**config.mk**
```make
export PLATFORM = sky130hd
export DESIGN_NAME = apu_voice_mixer
export DESIGN_NICKNAME = d
export VERILOG_FILES = /design/src/rtl/apu_voice_mixer.sv
export SDC_FILE = /design/constraint.sdc
export NUM_CORES = 1
export LEC_CHECK = 0
export CAP_MARGIN = 40
export CORE_ASPECT_RATIO = 1.4
export CORE_MARGIN = 3
export CORE_UTILIZATION = 40
export CTS_BUF_LIST = sky130_fd_sc_hd__clkbuf_8 sky130_fd_sc_hd__clkbuf_16
export CTS_CLUSTER_SIZE = 24
export DETAILED_ROUTE_END_ITERATION = 10
export PLACE_DENSITY_LB_ADDON = 0.15
export SKIP_LAST_GASP = 1
export SYNTH_ARGS = -nofsm -noshare
export SYNTH_HDL_FRONTEND = slang
export SYNTH_SLANG_ARGS = --single-unit
```
**constraint.sdc**
```tcl
create_clock -name clk -period 8.1 [get_ports clk]
set_input_delay 1.215 -clock clk [delete_from_list [all_inputs] [get_ports clk]]
set_output_delay 1.215 -clock clk [all_outputs]
set_load 0.03 [all_outputs]
```
**src/rtl/apu_voice_mixer.sv**
```systemverilog
// rtl/apu_voice_mixer.sv - multi-voice trigger/decay audio unit mixed to a 1-bit PWM output
// Define APU_FRAME_LATCH_EN to latch tone_period into shadow registers on frame_end.
module apu_voice_mixer #(
  parameter int         NUM_VOICES     = 4,
  parameter logic [7:0] NOISE_MASK     = 8'b0000_0010,
  parameter int         ENV_STEP_LINES = 188,
  parameter int         NOISE_DIV      = 3
) (
  input  logic                    clk,
  input  logic                    reset,
  input  logic [NUM_VOICES-1:0]   trigger,
  input  logic [8*NUM_VOICES-1:0] tone_period,
  input  logic                    frame_end,
  input  logic [9:0]              pix_x,
  input  logic [9:0]              pix_y,
  output logic                    sound,
  output logic [NUM_VOICES-1:0]   voice_active
);
  localparam int STEP_W = $clog2(ENV_STEP_LINES + 1);
  localparam int DIV_W  = $clog2(NOISE_DIV + 1);
  localparam int MIX_W  = 5 + $clog2(NUM_VOICES);

  typedef enum logic {IDLE = 1'b0, DECAY = 1'b1} state_t;

  state_t                state_q [NUM_VOICES];
  state_t                state_d [NUM_VOICES];
  logic [4:0]            env_q   [NUM_VOICES];
  logic [4:0]            env_d   [NUM_VOICES];
  logic [STEP_W-1:0]     step_q  [NUM_VOICES];
  logic [STEP_W-1:0]     step_d  [NUM_VOICES];
  logic [7:0]            tone_q  [NUM_VOICES];
  logic [7:0]            tone_d  [NUM_VOICES];
  logic [NUM_VOICES-1:0] square_q, square_d;
  logic [NUM_VOICES-1:0] noise_q, noise_d;
  logic [NUM_VOICES-1:0] trig_prev_q, trig_prev_d;
  logic [15:0]           lfsr_q, lfsr_d;
  logic [DIV_W-1:0]      div_q, div_d;
  logic                  sound_q, sound_d;

  logic [8*NUM_VOICES-1:0] period_all;
  logic                    line_tick, noise_tick, edge_det, gen_bit;
  logic [7:0]              period_eff;
  logic [4:0]              level;
  logic [MIX_W-1:0]        mix;
  logic [15:0]             mix_wide;
  logic [7:0]              mix_sat;

`ifdef APU_FRAME_LATCH_EN
  logic [8*NUM_VOICES-1:0] shadow_q, shadow_d;
  logic                    unused_inputs;

  always_comb shadow_d = frame_end ? tone_period : shadow_q;

  always_ff @(posedge clk) begin
    if (reset) shadow_q <= '0;
    else       shadow_q <= shadow_d;
  end

  assign period_all    = shadow_q;
  assign unused_inputs = ^pix_y;
`else
  logic unused_inputs;

  assign period_all    = tone_period;
  assign unused_inputs = ^{pix_y, frame_end};
`endif

  always_comb begin
    line_tick   = (pix_x == 10'd0);
    noise_tick  = line_tick && (div_q == DIV_W'(NOISE_DIV - 1));
    lfsr_d      = {lfsr_q[14:0], lfsr_q[15] ^ lfsr_q[13] ^ lfsr_q[12] ^ lfsr_q[10]};
    div_d       = div_q;
    if (line_tick) div_d = noise_tick ? '0 : div_q + DIV_W'(1);
    trig_prev_d = trigger;
    square_d    = square_q;
    noise_d     = noise_q;
    edge_det    = 1'b0;
    gen_bit     = 1'b0;
    period_eff  = 8'd0;
    level       = 5'd0;
    mix         = '0;
    for (int i = 0; i < NUM_VOICES; i++) begin
      state_d[i] = state_q[i];
      env_d[i]   = env_q[i];
      step_d[i]  = step_q[i];
      tone_d[i]  = tone_q[i];
      edge_det   = trigger[i] & ~trig_prev_q[i];
      period_eff = period_all[8*i +: 8];
      if (NOISE_MASK[i] && noise_tick) noise_d[i] = noise_q[i] ^ lfsr_q[i];
      // A trigger edge wins over any same-cycle envelope step or return to idle.
      if (edge_det) begin
        state_d[i]  = DECAY;
        env_d[i]    = 5'd31;
        step_d[i]   = '0;
        tone_d[i]   = 8'd0;
        square_d[i] = 1'b1;
      end else if (state_q[i] == DECAY && line_tick) begin
        if (step_q[i] == STEP_W'(ENV_STEP_LINES - 1)) begin
          step_d[i] = '0;
          env_d[i]  = env_q[i] - 5'd1;
          if (env_q[i] == 5'd1) state_d[i] = IDLE;
        end else begin
          step_d[i] = step_q[i] + STEP_W'(1);
        end
        if ({1'b0, tone_q[i]} + 9'd1 >= {1'b0, period_eff}) begin
          square_d[i] = ~square_q[i];
          tone_d[i]   = 8'd0;
        end else begin
          tone_d[i] = tone_q[i] + 8'd1;
        end
      end
      if (period_eff == 8'd0) square_d[i] = 1'b0;
      gen_bit = NOISE_MASK[i] ? noise_q[i] : square_q[i];
      level   = (state_q[i] == DECAY && gen_bit) ? env_q[i] : 5'd0;
      mix     = mix + MIX_W'(level);
      voice_active[i] = (state_q[i] == DECAY);
    end
    mix_wide = 16'(mix);
    mix_sat  = (mix_wide > 16'd255) ? 8'hFF : mix_wide[7:0];
    sound_d  = ({mix_sat, 2'b00} > pix_x);
  end

  always_ff @(posedge clk) begin
    if (reset) begin
      for (int i = 0; i < NUM_VOICES; i++) begin
        state_q[i] <= IDLE;
        env_q[i]   <= 5'd0;
        step_q[i]  <= '0;
        tone_q[i]  <= 8'd0;
      end
      square_q    <= '0;
      noise_q     <= '0;
      trig_prev_q <= '0;
      lfsr_q      <= 16'hACE1;
      div_q       <= '0;
      sound_q     <= 1'b0;
    end else begin
      for (int i = 0; i < NUM_VOICES; i++) begin
        state_q[i] <= state_d[i];
        env_q[i]   <= env_d[i];
        step_q[i]  <= step_d[i];
        tone_q[i]  <= tone_d[i];
      end
      square_q    <= square_d;
      noise_q     <= noise_d;
      trig_prev_q <= trig_prev_d;
      lfsr_q      <= lfsr_d;
      div_q       <= div_d;
      sound_q     <= sound_d;
    end
  end

  assign sound = sound_q;

endmodule

```
# Word level (Yosys, flattened, before mapping)
# Memory sizes are Yosys's and may differ from the RTL's.
# Cells that the tools add are included.
[word_totals]
reg_bits = 27
output_inout_bits = 5
ram_bits = 88
inputBits = 59
mem_count = 4
[op_classes]
n_eq_ne = 9
n_mux = 85
magnitude_cmp = 5
n_reduce_logical = 25
add_sub_neg = 20
n_bitwise = 31
[memory_table]
columns = ["name", "depth", "word_bits", "read_ports", "rd_ports_with_merged_regs", "write_ports", "line", "source"]
rows = [
  ["step_q", 4, 8, 4, 0, 4, "29", "logic [STEP_W-1:0] step_q [NUM_VOICES];"],
  ["tone_q", 4, 8, 4, 0, 4, "31", "logic [7:0] tone_q [NUM_VOICES];"],
  ["env_q", 4, 5, 4, 0, 4, "27", "logic [4:0] env_q [NUM_VOICES];"],
  ["state_q", 4, 1, 4, 0, 4, "25", "state_t state_q [NUM_VOICES];"],
]
[op_table]
columns = ["op", "count"]
rows = [
  ["2-to-1 mux 8 bit", 32],
  ["2-to-1 mux 5 bit", 20],
  ["adder 8 x 1 -> 8 bit, second input constant", 8],
  ["adder 8 x 1 -> 9 bit, second input constant", 4],
  [">= comparator 9 x 8 -> 1 bit", 4],
  ["== test 8 bit, second input constant", 4],
  ["2-to-1 mux 1 bit", 32],
  ["zero test 8 bit", 3],
  ["== test 5 x 1 -> 1 bit, second input constant", 4],
  ["subtractor 5 x 1 -> 5 bit, second input constant", 4],
  ["OR 1 bit", 16],
  ["nonzero test 2 bit", 6],
  ["> comparator 9 x 10 -> 1 bit", 1],
  ["zero test 10 bit", 1],
  ["logical AND 1 bit", 9],
  ["adder 6 x 5 -> 7 bit", 1],
  ["adder 7 x 5 -> 7 bit", 1],
  ["inverter 1 bit", 7],
  ["adder 5 x 5 -> 6 bit", 1],
  ["AND reduction 2 bit", 3],
  ["OR reduction 2 bit", 3],
  ["AND 1 bit", 4],
  ["bitwise XOR 1 bit", 4],
  ["adder 2 x 1 -> 2 bit, second input constant", 1],
  ["other kinds (2)", 2],
]

# Longest topological paths before layout
# Gate-level depths: netlist (run 1).
# An unclocked memory read counts as a cell.
[depth]
word_depth = 7
ltp_mapped = 18
ltp_nobuf = 17

# Least setup slack after synthesis (run 1)
# No wires, ideal clock.
[synth_path]
path_kind = "register to register"
from = "memory state_q[3] in the netlist's numbering"
to = "register sound_q, in the netlist sound"
setup_slack_ns = 4.623
n_path_buf = 1
required_time_ns = 7.969
stages_incl_launch_ff = 17
synth_period_minus_slack_ns = 3.477
arrival_ns = 3.346
setup_time_ns = 0.131
cell_sequence = "dfxtp_1 > clkbuf_1 > and3_1 > fa_1 > inv_1 > fa_1 > inv_1 > ha_1 > inv_1 > fa_1 > inv_1 > ha_1 > a21o_1 > a211oi_1 > o21bai_1 > a21oi_1 > nor4_1"
[synth_rtl]
columns = ["item", "line", "source"]
rows = [
  ["start: declaration", "25", ""],
  ["end signal: assignment", "149", "sound_q <= sound_d;"],
  ["end: declaration", "38", "logic sound_q, sound_d;"],
]

==> metrics.txt, run 1 <==
outcome finished clean; Synth Register Bits 107; # resized after CTS 0; global route overflow 0; crit path max fanout 10; Die Span Y 152 um; clk sinks 107; vias in the first global route 4851; postcts setup bufs 0; Slew @ Worst Pin 0.608 ns; Clock Tree Root clkbuf_16; filler instances 1499; R2R depth 17; Reg-to-Reg Start state_q[3]$_SDFF_PP0_; Syn. warnings 0; number of synthesized flops with an enable pin 0; final instance area 6970 um^2; Placed Area 6660 um^2; cell total after placement 925; area of the multi-input gates 3600 um^2; maxcap violations 0; Remaining DRCs 0; TritonCTS clock tree done; Num CTS Buffers 9; Period minus WS final 3.70 ns; vias 4878; asr flop ratio synth 0; Worst Hold Path EP lfsr_q[15]$_SDFF_PP1_; skew final 0.0157 ns; critical path data required time 8.36 ns; post-synthesis cell count 716; Yosys top cell by area dfxtp_1; Post-Syn Area per Cell 8.50 um^2; Syn-to-layout area delta 14.6%; syn_nets 837; die area 16700 um^2; htree depth 3; hold crit path type reg -> reg; Slew Viols, Final 0; DR WL/cell 13.4 um; setup TNS 0 ns; Setup crit start kind flop; worst hold path stage count 1; reg2reg end sound$_SDFF_PP0_; HP Start lfsr_q[14]$_SDFF_PP0_; share of cells above drive strength 1 0.0532; initial antenna violation count 0; Synth Flop Type dfxtp_1; top cell type's share of synthesized area 0.352; sequential cell area 2140 um^2; die extent in x 110 um; Crit Path Class reg -> reg; total power 0.00110 W; register clock-pin slew on the reported worst setup and hold paths 0.09 ns; gr usage total 0.159; Antenna Diode Count 0; pin count of the biggest net entering global routing 57; Vias/cell 5.18; # IOs 64; DRT iter0 DRCs 107; hold_buf cts 0; r2r setup slk 4.40 ns; drt pass-1 iters 4; row cnt 52; Worst VDD drop 87.8 uV; DRT antenna net count 0; RSZ-0062 raised after global routing no; initial core utilization 0.414; Routability Congestion 0.850; latest clock arrival within the worst-skew pair 0.35 ns; Setup Viol. Count Final 0; most frequent cell after synthesis dfxtp_1; Layout Nets 868; CTS max path bufs 2; post-synthesis sequential area ratio 0.352; Synth cell types 43; pwr/cell area 158 nW/um^2; Slew headroom 0.594; Final Non-Filler Cells 941; synth top area cells dfxtp_1, ha_1, xor2_1; core area 14700 um^2; Hold Fails Final Rpt 0; PortBufs 44; first-pass GRT wire length 21.9 mm; WL final 12.6 mm; CP arrival 3.96 ns; critical path endpoint category flop; synth cell count leaders dfxtp_1, inv_1, a21oi_1; synthesized area 6080 um^2; Final period util 0.457; Fmax 270 MHz; post-detail-place hpwl 9.70 mm; Pleak 2.89 nW
## sequential cells by signal (all words and copies together) (netlist names)
signal / count
trig_prev_q: 4
step_q: 32
sound: 1
lfsr_q: 16
noise_q: 1
div_q: 2
tone_q: 24
square_q: 3
state_q: 4
env_q: 20
## worst max-delay path, cell delays in order (launching register included)
cell and delay [ns]:
dfxtp_1 0.41, and3_1 0.26, fa_1 0.54, inv_1 0.06, fa_1 0.53, inv_1 0.04, ha_1 0.20, inv_1 0.07
fa_1 0.19, inv_1 0.05, a21o_1 0.17, a21oi_1 0.20, xnor2_1 0.10, ha_1 0.29, o21ai_0 0.08, o21bai_1 0.15
a21oi_1 0.09, nor4_1 0.18
## worst max path at each step
stage | end | slack [ns] | from
5_1_grt | sound$_SDFF_PP0_ | 4.15 | state_q[3]$_SDFF_PP0_
3_3_place_gp | env_q[0][2]$_SDFFE_PP0P_ | 4.16 | pix_x[2]
4_1_cts | sound$_SDFF_PP0_ | 4.37 | state_q[3]$_SDFF_PP0_
2_1_floorplan | sound$_SDFF_PP0_ | 4.62 | state_q[3]$_SDFF_PP0_
3_5_place_dp | env_q[0][2]$_SDFFE_PP0P_ | 4.17 | pix_x[2]
6_report | sound$_SDFF_PP0_ | 4.40 | state_q[3]$_SDFF_PP0_
## kinds of logic after synthesis
family	after synthesis	synth area share
buffers and inverters	86	0.0555
xor gates and xnor gates	70	0.101
and+or+nand+nor	277	0.242
muxes	3	0.00494
adders and majority gates	62	0.140
DFF	107	0.352
AOI/OAI and AO/OA	111	0.104
## through the flow
| step | worst slack (ns) | utilization | hold slack [ns] |
|---|---|---|---|
| final | 4.40 | 0.474 | 0.415 |
| after CTS | 4.37 | 0.474 | 0.418 |
| after detailed placement | 4.17 | 0.453 | 0.398 |
| after global routing | 4.15 | 0.474 | 0.437 |
| after floorplan | 4.62 | - | 0.389 |
| after global placement | 4.16 | 0.453 | 0.394 |
## per-layer routing
metal | wire (um) | GRT usage
met5 | 0 | 0
met4 | 210 | 0.0511
met3 | 305 | 0.0267
met2 | 6770 | 0.290
met1 | 5320 | 0.184
## cell type report
class,instances,share of cell area
clock buffers,9,0.0323
flip-flops and latches,107,0.307
clock inverters,7,0.0131
inverters,61,0.0328
multi-input cells,523,0.517
repair buffers,45,0.0635
well taps,189,0.0339
## power breakdown
part | internal [W] | switching, W | leakage [nW]
clock network | 0.000222 | 0.000223 | 0.152
registers | 0.000543 | 0.0000163 | 0.875
logic | 0.0000469 | 0.0000480 | 1.86
total | 0.000812 | 0.000287 | 2.89
## cell usage in the layout, fill, tap and decap left out, types with 4 or more instances in the layout
cell	count
dfxtp_1	107
inv_1	61
a21oi_1	60
nor2_1	56
ha_1	52
nand2_1	50
clkdlybuf4s50_1	43
xor2_1	40
nand3_1	39
xnor2_1	30
o21ai_0	25
nor3_1	24
and3_1	20
nand4_1	16
nor2b_1	14
nand2b_1	12
nand3b_1	11
or2_2	10
fa_1	10
clkbuf_16	9
a21o_1	8
or3_1	6
nor4_1	6
clkinv_8	4
No activity file was read; power rests on OpenSTA's default activity.
==> inputs of run 2 (changes only) <==
Clock period 8.1 ns to 2.97 ns, I/O delays scaled along.
==> run 2 against run 1 <==
Against the previous run: the run now ends with setup timing left; via count increased by 4.7%; utilization grew 3.2 points; worst hold slack gained 0.00078 ns; critical path depth down 1; sequential power grew to 2.7 times the previous value; worst setup slack worse by 4.9 ns.
==> metrics.txt, run 2 (synthesis gave the netlist of run 1 again) <==
pin count of the biggest net entering global routing 27 (was 57); RSZ-0062 raised after global routing yes (was no); Fmax 291 MHz (was 270 MHz); critical path endpoint category flop (unchanged); vias 5105 (was 4878); drt pass-1 iters 5 (was 4); slowest stage delay, CP 0.50 ns (was 0.54 ns); failing checks setup timing; Routability Congestion 0.830 (was 0.850); maxcap violations 0 (unchanged); Worst VDD drop 231 uV (was 87.8 uV); filler instances 1459 (was 1499); initial core utilization 0.414 (unchanged); initial antenna violation count 0 (unchanged); slowest stage cell, crit path fa_1 (unchanged); post-detail-place hpwl 10.4 mm (was 9.70 mm); critical path data required time 3.22 ns (was 8.36 ns); DRT antenna net count 0 (unchanged); Antenna Diode Count 0 (unchanged); CTS max path bufs 2 (unchanged); pwr/cell area 404 nW/um^2 (was 158 nW/um^2); top flop regs step_q x32, tone_q x24, env_q x20 (unchanged); Die Span Y 152 um (unchanged); die extent in x 110 um (unchanged); TritonCTS clock tree done (unchanged); commonest non-fill, non-tap cells in the layout dfxtp_1, a21oi_1, inv_1, nor2_1, buf_4 (was dfxtp_1, inv_1, a21oi_1, nor2_1, ha_1); most common cell after layout, fill and taps aside dfxtp_1 (unchanged); PortBufs 44 (unchanged); Setup Viol. Count Final 1 (was 0); Hold Fails Final Rpt 0 (unchanged); Syn-to-layout area delta 22.4% (was 14.6%); Slew @ Worst Pin 0.557 ns (was 0.608 ns); htree depth 3 (unchanged); Remaining DRCs 0 (unchanged); DR WL/cell 13.6 um (was 13.4 um); family with the most delay on the worst path adder cells (unchanged); cell total after placement 976 (was 925); # IOs 64 (unchanged); clk sinks 107 (unchanged); Slew headroom 0.629 (was 0.594); Util after Layout 0.507 (was 0.474); setup TNS -0.467 ns (was 0 ns); register clock-pin slew on the reported worst setup and hold paths 0.07 ns (was 0.09 ns); Crit Path Class reg -> reg (unchanged); WL final 13.5 mm (was 12.6 mm); gr usage total 0.166 (was 0.159); Num CTS Buffers 9 (unchanged); core area 14700 um^2 (unchanged); Period minus WS final 3.44 ns (was 3.70 ns); Buf+Inv Stages, Crit Path 4 (unchanged); first-pass GRT wire length 22.9 mm (was 21.9 mm); DRT iter0 DRCs 191 (was 107); row cnt 52 (unchanged); Final period util 1.16 (was 0.457); skew final 0.00905 ns (was 0.0157 ns); Final Non-Filler Cells 994 (was 941); crit path max fanout 3 (was 10); Setup crit start kind flop (unchanged); Pleak 3.15 nW (was 2.89 nW); Reg with most FFs step_q (unchanged); die area 16700 um^2 (unchanged); fin worst setup slack -0.467 ns (was 4.40 ns); vias in the first global route 5196 (was 4851); hold crit path type reg -> reg (unchanged); crit-path cells buf_6 -> and3_4 -> fa_1 -> inv_2 -> fa_1 -> buf_6 -> fa_2 -> inv_2 -> a21o_1 -> a21oi_2 -> xnor2_1 -> ha_1 -> o21ai_1 -> o21bai_1 -> a21oi_1 -> nor4_1 (was and3_1 -> fa_1 -> inv_1 -> fa_1 -> inv_1 -> ha_1 -> inv_1 -> fa_1 -> inv_1 -> a21o_1 -> a21oi_1 -> xnor2_1 -> ha_1 -> o21ai_0 -> o21bai_1 -> a21oi_1 -> nor4_1); Layout Nets 921 (was 868); CP arrival 3.69 ns (was 3.96 ns); WHS 0.416 ns (was 0.415 ns); share of cells above drive strength 1 0.144 (was 0.0532); total power 0.00301 W (was 0.00110 W); global route overflow 0 (unchanged); Slew Viols, Final 0 (unchanged); outcome finished, violations left (was finished clean); Clock Tree Root clkbuf_16 (unchanged); latest clock arrival within the worst-skew pair 0.35 ns (about the same); Vias/cell 5.14 (was 5.18); max FFs per register 32 (unchanged)
==> run 2: area by class of cell <==
| type | count | area (um^2) | share of cell area |
|---|---|---|---|
| inverters | 61 | 229 | 0.0307 |
| repair buffers | 98 | 852 | 0.114 |
| clock inverters | 6 | 53.8 | 0.00722 |
| well taps | 189 | 236 | 0.0317 |
| clock buffers | 10 | 239 | 0.0321 |
| multi-input cells | 523 | 3690 | 0.495 |
| flip-flops and latches | 107 | 2150 | 0.289 |
==> run 2: final timing paths <==
path | slack, ns | to | from | depth (start not counted)
worst max-delay path | -0.47 | sound$_SDFF_PP0_ | state_q[1]$_SDFF_PP0_ | 16
worst min-delay path | 0.42 | lfsr_q[10]$_SDFF_PP1_ | lfsr_q[9]$_SDFF_PP0_ | 1
worst min register to register | 0.42 | lfsr_q[10]$_SDFF_PP1_ | lfsr_q[9]$_SDFF_PP0_ | 1
worst max register to register | -0.47 | sound$_SDFF_PP0_ | state_q[1]$_SDFF_PP0_ | 16
==> run 2: metal layers <==
metal  wire [um]  share of wire  global-route usage  vias up
met5           0              0                   0        -
met4         208          0.015              0.0493        0
met3         354          0.026              0.0246       17
met2        7090           0.53               0.302       71
met1        5840           0.43               0.197     2406
li1            -              -                   -     2611
==> run 2: where the power goes <==
group	switching, W	internal, W	total (W)
logic	0.000162	0.000163	0.000324
clock network	0.000567	0.000611	0.00118
registers	0.0000288	0.00148	0.00151
==> run 2: what timing repair did <==
item / CTS / global route
setup endpoints to repair: 1 / 13
pin swaps: 10 / 12
hold buffers: 0 / 0
buffers inserted: 1 / 1
endpoints found under the hold margin: 0 / 0
resized for setup: 10 / 14
==> run 2: metrics by stage <==
stage	worst slack, ns	instance area [um^2]
6_report	-0.467	7450
2_1_floorplan	-0.365	6130
4_1_cts	-0.449	7400
3_5_place_dp	-0.504	7070
5_1_grt	-0.663	7450
3_3_place_gp	-0.424	7070
